File: src/rtl/pipeline_mem.sv
// Memory stage of an in-order pipeline: runs non-memory ops through to writeback,
// issues one load/store request per instruction and formats load data.
module pipeline_mem #(
  parameter int ADDR_WIDTH = 64,
  parameter int DATA_WIDTH = 64
) (
  input  logic                  clk,
  input  logic                  reset,
  output logic                  ready,
  input  logic                  in_valid,
  input  logic [DATA_WIDTH-1:0] ex_res,
  input  logic [DATA_WIDTH-1:0] r2_val_mem,
  input  logic [4:0]            mem_dst_reg,
  input  logic [31:0]           mem_opcode,
  input  logic                  is_mem_load,
  output logic                  mem_req_valid,
  input  logic                  mem_req_ready,
  output logic [ADDR_WIDTH-1:0] mem_req_addr,
  output logic                  mem_req_we,
  output logic [63:0]           mem_req_wdata,
  output logic [7:0]            mem_req_strb,
  input  logic                  mem_resp_valid,
  input  logic [63:0]           mem_resp_data,
  output logic                  wb_valid,
  input  logic                  wb_ready,
  output logic                  wb_we,
  output logic [4:0]            wb_dst_reg,
  output logic [DATA_WIDTH-1:0] wb_data
);

  typedef enum logic [1:0] {IDLE, REQ, WAIT, OUT} state_t;

  state_t                state_q, state_d;
  logic [DATA_WIDTH-1:0] exRes_q;
  logic [DATA_WIDTH-1:0] r2_q;
  logic [4:0]            dst_q;
  logic                  isMem_q;
  logic                  isLoad_q;
  logic [1:0]            size_q;
  logic                  zext_q;
  logic [63:0]           resp_q;

  logic                  accept;
  logic [2:0]            offset;
  logic [5:0]            shiftBits;
  logic [7:0]            sizeMask;
  logic [63:0]           shifted;
  logic [63:0]           loadData;
  logic [63:0]           wbDataInt;

  always_ff @(posedge clk) begin
    if (reset) begin
      state_q  <= IDLE;
      exRes_q  <= '0;
      r2_q     <= '0;
      dst_q    <= '0;
      isMem_q  <= 1'b0;
      isLoad_q <= 1'b0;
      size_q   <= '0;
      zext_q   <= 1'b0;
      resp_q   <= '0;
    end else begin
      state_q <= state_d;
      if (accept) begin
        exRes_q  <= ex_res;
        r2_q     <= r2_val_mem;
        dst_q    <= mem_dst_reg;
        isMem_q  <= |mem_opcode;
        isLoad_q <= is_mem_load;
        size_q   <= mem_opcode[1:0];
        zext_q   <= mem_opcode[2];
      end
      if (state_q == WAIT && mem_resp_valid)
        resp_q <= mem_resp_data;
    end
  end

  // A retiring instruction in OUT frees the stage in the same cycle, so a new one can follow without a bubble.
  always_comb begin
    state_d = state_q;
    ready   = 1'b0;
    accept  = 1'b0;
    case (state_q)
      IDLE: ready = 1'b1;
      REQ:  if (mem_req_ready) state_d = isLoad_q ? WAIT : OUT;
      WAIT: if (mem_resp_valid) state_d = OUT;
      OUT: begin
        ready = wb_ready;
        if (wb_ready) state_d = IDLE;
      end
      default: state_d = IDLE;
    endcase
    if (reset) ready = 1'b0;
    if (ready && in_valid) begin
      accept  = 1'b1;
      state_d = (|mem_opcode) ? REQ : OUT;
    end
  end

  always_comb begin
    offset    = exRes_q[2:0];
    shiftBits = {offset, 3'b000};
    shifted   = resp_q >> shiftBits;
    sizeMask  = 8'h01;
    loadData  = '0;
    case (size_q)
      2'd0: begin
        sizeMask = 8'h01;
        loadData = zext_q ? {56'b0, shifted[7:0]} : {{56{shifted[7]}}, shifted[7:0]};
      end
      2'd1: begin
        sizeMask = 8'h03;
        loadData = zext_q ? {48'b0, shifted[15:0]} : {{48{shifted[15]}}, shifted[15:0]};
      end
      2'd2: begin
        sizeMask = 8'h0F;
        loadData = zext_q ? {32'b0, shifted[31:0]} : {{32{shifted[31]}}, shifted[31:0]};
      end
      default: begin
        sizeMask = 8'hFF;
        loadData = shifted;
      end
    endcase
    wbDataInt = (isMem_q && isLoad_q) ? loadData : exRes_q;
  end

  // Every output is forced low while reset is held so nothing leaks from a half-finished op.
  always_comb begin
    mem_req_valid = !reset && (state_q == REQ);
    mem_req_addr  = reset ? '0 : ADDR_WIDTH'(exRes_q);
    mem_req_we    = !reset && isMem_q && !isLoad_q;
    mem_req_wdata = reset ? '0 : (r2_q << shiftBits);
    mem_req_strb  = reset ? '0 : (sizeMask << offset);
    wb_valid      = !reset && (state_q == OUT);
    wb_we         = !reset && (state_q == OUT) && (!isMem_q || isLoad_q) && (dst_q != 5'd0);
    wb_dst_reg    = reset ? '0 : dst_q;
    wb_data       = reset ? '0 : wbDataInt;
  end

endmodule

File: config.mk
export PLATFORM = sky130hd
export DESIGN_NAME = pipeline_mem
export DESIGN_NICKNAME = d
export VERILOG_FILES = /design/src/rtl/pipeline_mem.sv
export SDC_FILE = /design/constraint.sdc
export NUM_CORES = 1
export LEC_CHECK = 0
export BUFFER_PORTS_ARGS = -buffer_cell sky130_fd_sc_hd__buf_2
export CAP_MARGIN = 20
export CORE_UTILIZATION = 37
export DETAILED_ROUTE_END_ITERATION = 16
export SLEW_MARGIN = 15
export SYNTH_ARGS = -nofsm -noshare
export SYNTH_HDL_FRONTEND = slang
export SYNTH_SLANG_ARGS = --single-unit
File: constraint.sdc
create_clock -name clk -period 3.1 [get_ports clk]
set_input_delay 0.62 -clock clk [delete_from_list [all_inputs] [get_ports clk]]
set_output_delay 0.62 -clock clk [all_outputs]
set_load 0.05 [all_outputs]
==> out/metrics.yaml <==
outcome: "finished with violations"
violations: "negative setup slack"
avgSynthCellArea_um2: 7.72
synth-async-reset-ratio_pct: 0
clk_latency_ns: 0.53
die_h_um: 181
drtPass1Iterations: 5
critical_path.endpoint_type: "output port"
min-delay-start: "r2_val_mem[35]"
layout-drive-gt1-share_pct: 39.3
max-slew-margin-rel_pct: 32.4
r2r_cells: 6
p_leak_uw: 0.00731
area_growth_pct: 42.3
setup.worst_path.class: "flop to output port"
place_area_um2: 15100
clockBufferDepth: 3
fillers: 3128
ios: 446
grt_max_degree: 92
power.switching_uw: 5930
worst_pin_slew_ns: 1.01
nNetsFinal: 2225
rsz0062_at_grt: "true"
synth_area_um2: 11900
cts_root_buf: "clkbuf_16"
routedWlPerCell_um: 22.9
grt_pass1_vias: 12500
drt-initial-drc-count: 1158
critPathMaxFanout: 32
finalCriticalPeriod_ns: 3.24
yosysTopAreaCell: "dfxtp_1"
synth.area.top_cells: "dfxtp_1, nand2_1, o21ai_0"
startpoint_type: "flop"
clk_pin_slew_ns: 0.06
drv_cap: 0
p_int_uw: 7240
skew_ns: 0.0103
fin_ws_ns: -0.136
finalSetupTns_ns: -4.42
synth.most_common_cell: "nand2_1"
startpoint: "exRes_q[1]"
sequentialPowerShare_pct: 28.1
synth.distinct_cells: 52
ys_seq_elements: 204
coreArea_um2: 31600
htree_levels: 1
synth_nets: 1782
comb_power_share_pct: 49.5
antenna_found_initial: 2
hold_path.class: "input port to flop"
synth_common_cells: "nand2_1, dfxtp_1, o21ai_0"
setup_viol: 55
crit-reg2reg-launch: "state_q[0]"
power_density_nw_per_um2: 778
yosysTopAreaCellShare_pct: 34.3
final.period_utilization_pct: 104
power_switching_share_pct: 45.0
die_x_um: 181
peakVddDrop_uv: 446
numCtsBuffers: 25
multiInputGateArea_um2: 7590
grt_pass1_wl_um: 78900
min_path_cells: 3
vias: 13300
syn_inst: 1542
via_per_inst: 5.54
slew_violations: 0
overflow: 0
p_clk_share_pct: 22.4
max_clock_freq_mhz: 309
initial_utilization_pct: 37.6
ant_nets: 0
track_usage_pct: 31.8
rows: 65
cts_tree: "done"
regArea_um2: 4090
numPortBuffers: 445
cp.required_ns: 2.48
die_area_um2: 32900
cts_sinks: 204
place_congestion: 0.962
synth_edf_count: 0
place_hpwl_um: 41600
critical_path_arrival_ns: 2.62
drcViolationCount: 0
yosys_warnings: 0
ys.flop_type: "dfxtp_1"
final_hold_viol_count: 0
fin_area_um2: 16900
ys_seq_area_share_pct: 34.3
wl_um: 55200
-- state kept, by name (all words and copies together) (netlist names) --
register	count
isLoad_q	1
r2_q	64
resp_q	64
state_q	2
exRes_q	64
dst_q	5
zext_q	1
isMem_q	1
size_q	2
-- what timing repair did --
action	CTS	global route
endpoints found under the setup margin	82	100
pin swaps	11	7
resized for setup	125	50
setup buffers	11	7
gates cloned	3	3
hold buffers	0	0
-- path summary, 6_finish.rpt --
check                end  slack [ns]
max          wb_data[55]       -0.14
min reg2reg    resp_q[3]        0.46
min             r2_q[35]        0.29
max reg2reg     r2_q[11]        0.73
-- kinds of logic after synthesis --
kind of cell    share of synthesized area [%]
simple gates                             21.9
mux                                      18.0
buf+inv                                  5.96
fa+ha+maj                               0.421
flops                                    34.3
compound gates                           19.4
-- cell usage in the layout, fill, tap and decap left out, drive strengths merged, types with 20 or more instances in the layout --
master,count
buf,539
nand2,366
dfxtp,204
o21ai,167
a21oi,125
nor2,101
mux2,75
mux2i,66
nor2b,57
clkbuf,38
inv,33
mux4,28
a211oi,28
nor3,20
-- metal layers --
metal | global-route usage, % | wire length, um | part of all wire [%]
met1 | 44.1 | 24000 | 44
met2 | 49.1 | 24700 | 45
met3 | 5.76 | 4610 | 8.4
met4 | 11.5 | 1820 | 3.3
met5 | 0 | 13 | 0.024
-- power by group through the flow --
stage / logic, uW / clock network (uW) / registers, uW
after floorplan: 4180 / 0 / 3460
after global placement: 5870 / 0 / 3710
after detailed placement: 5900 / 0 / 3730
after CTS: 6260 / 2990 / 3670
after global routing: 6860 / 3090 / 3750
final: 6510 / 2950 / 3700
-- layout make-up --
class                           count  share of cell area (%)
Tap cell                          402                    2.97
Clock buffer                       32                    4.15
Sequential cell                   204                    24.2
Antenna cell                        1                  0.0148
Timing Repair Buffer              547                    22.4
Multi-Input combinational cell   1172                    44.8
Inverter                           35                   0.798
Clock inverter                     11                   0.717
-- critical path, cell delays in order (launching register included) --
cell and delay (ns):
dfxtp_4 0.35, buf_12 0.14, mux2_4 0.34, o22ai_4 0.20, o41ai_4 0.10, buf_4 0.18
o31ai_4 0.25, buf_12 0.22, nor2_1 0.09, buf_4 0.19
-- through the flow --
step	power (uW)	setup WS [ns]	util [%]	hold WS [ns]	instances
detailed placement	9620	0.188	47.9	0.445	2337
finish	13200	-0.136	53.5	0.288	2404
global route	13700	-0.221	53.5	0.284	2404
global placement	9580	0.252	47.9	0.446	2337
floorplan	7640	-0.0409	-	0.432	1542
CTS	12900	-0.124	52.6	0.275	2394
No activity file was read; power rests on OpenSTA's default activity.
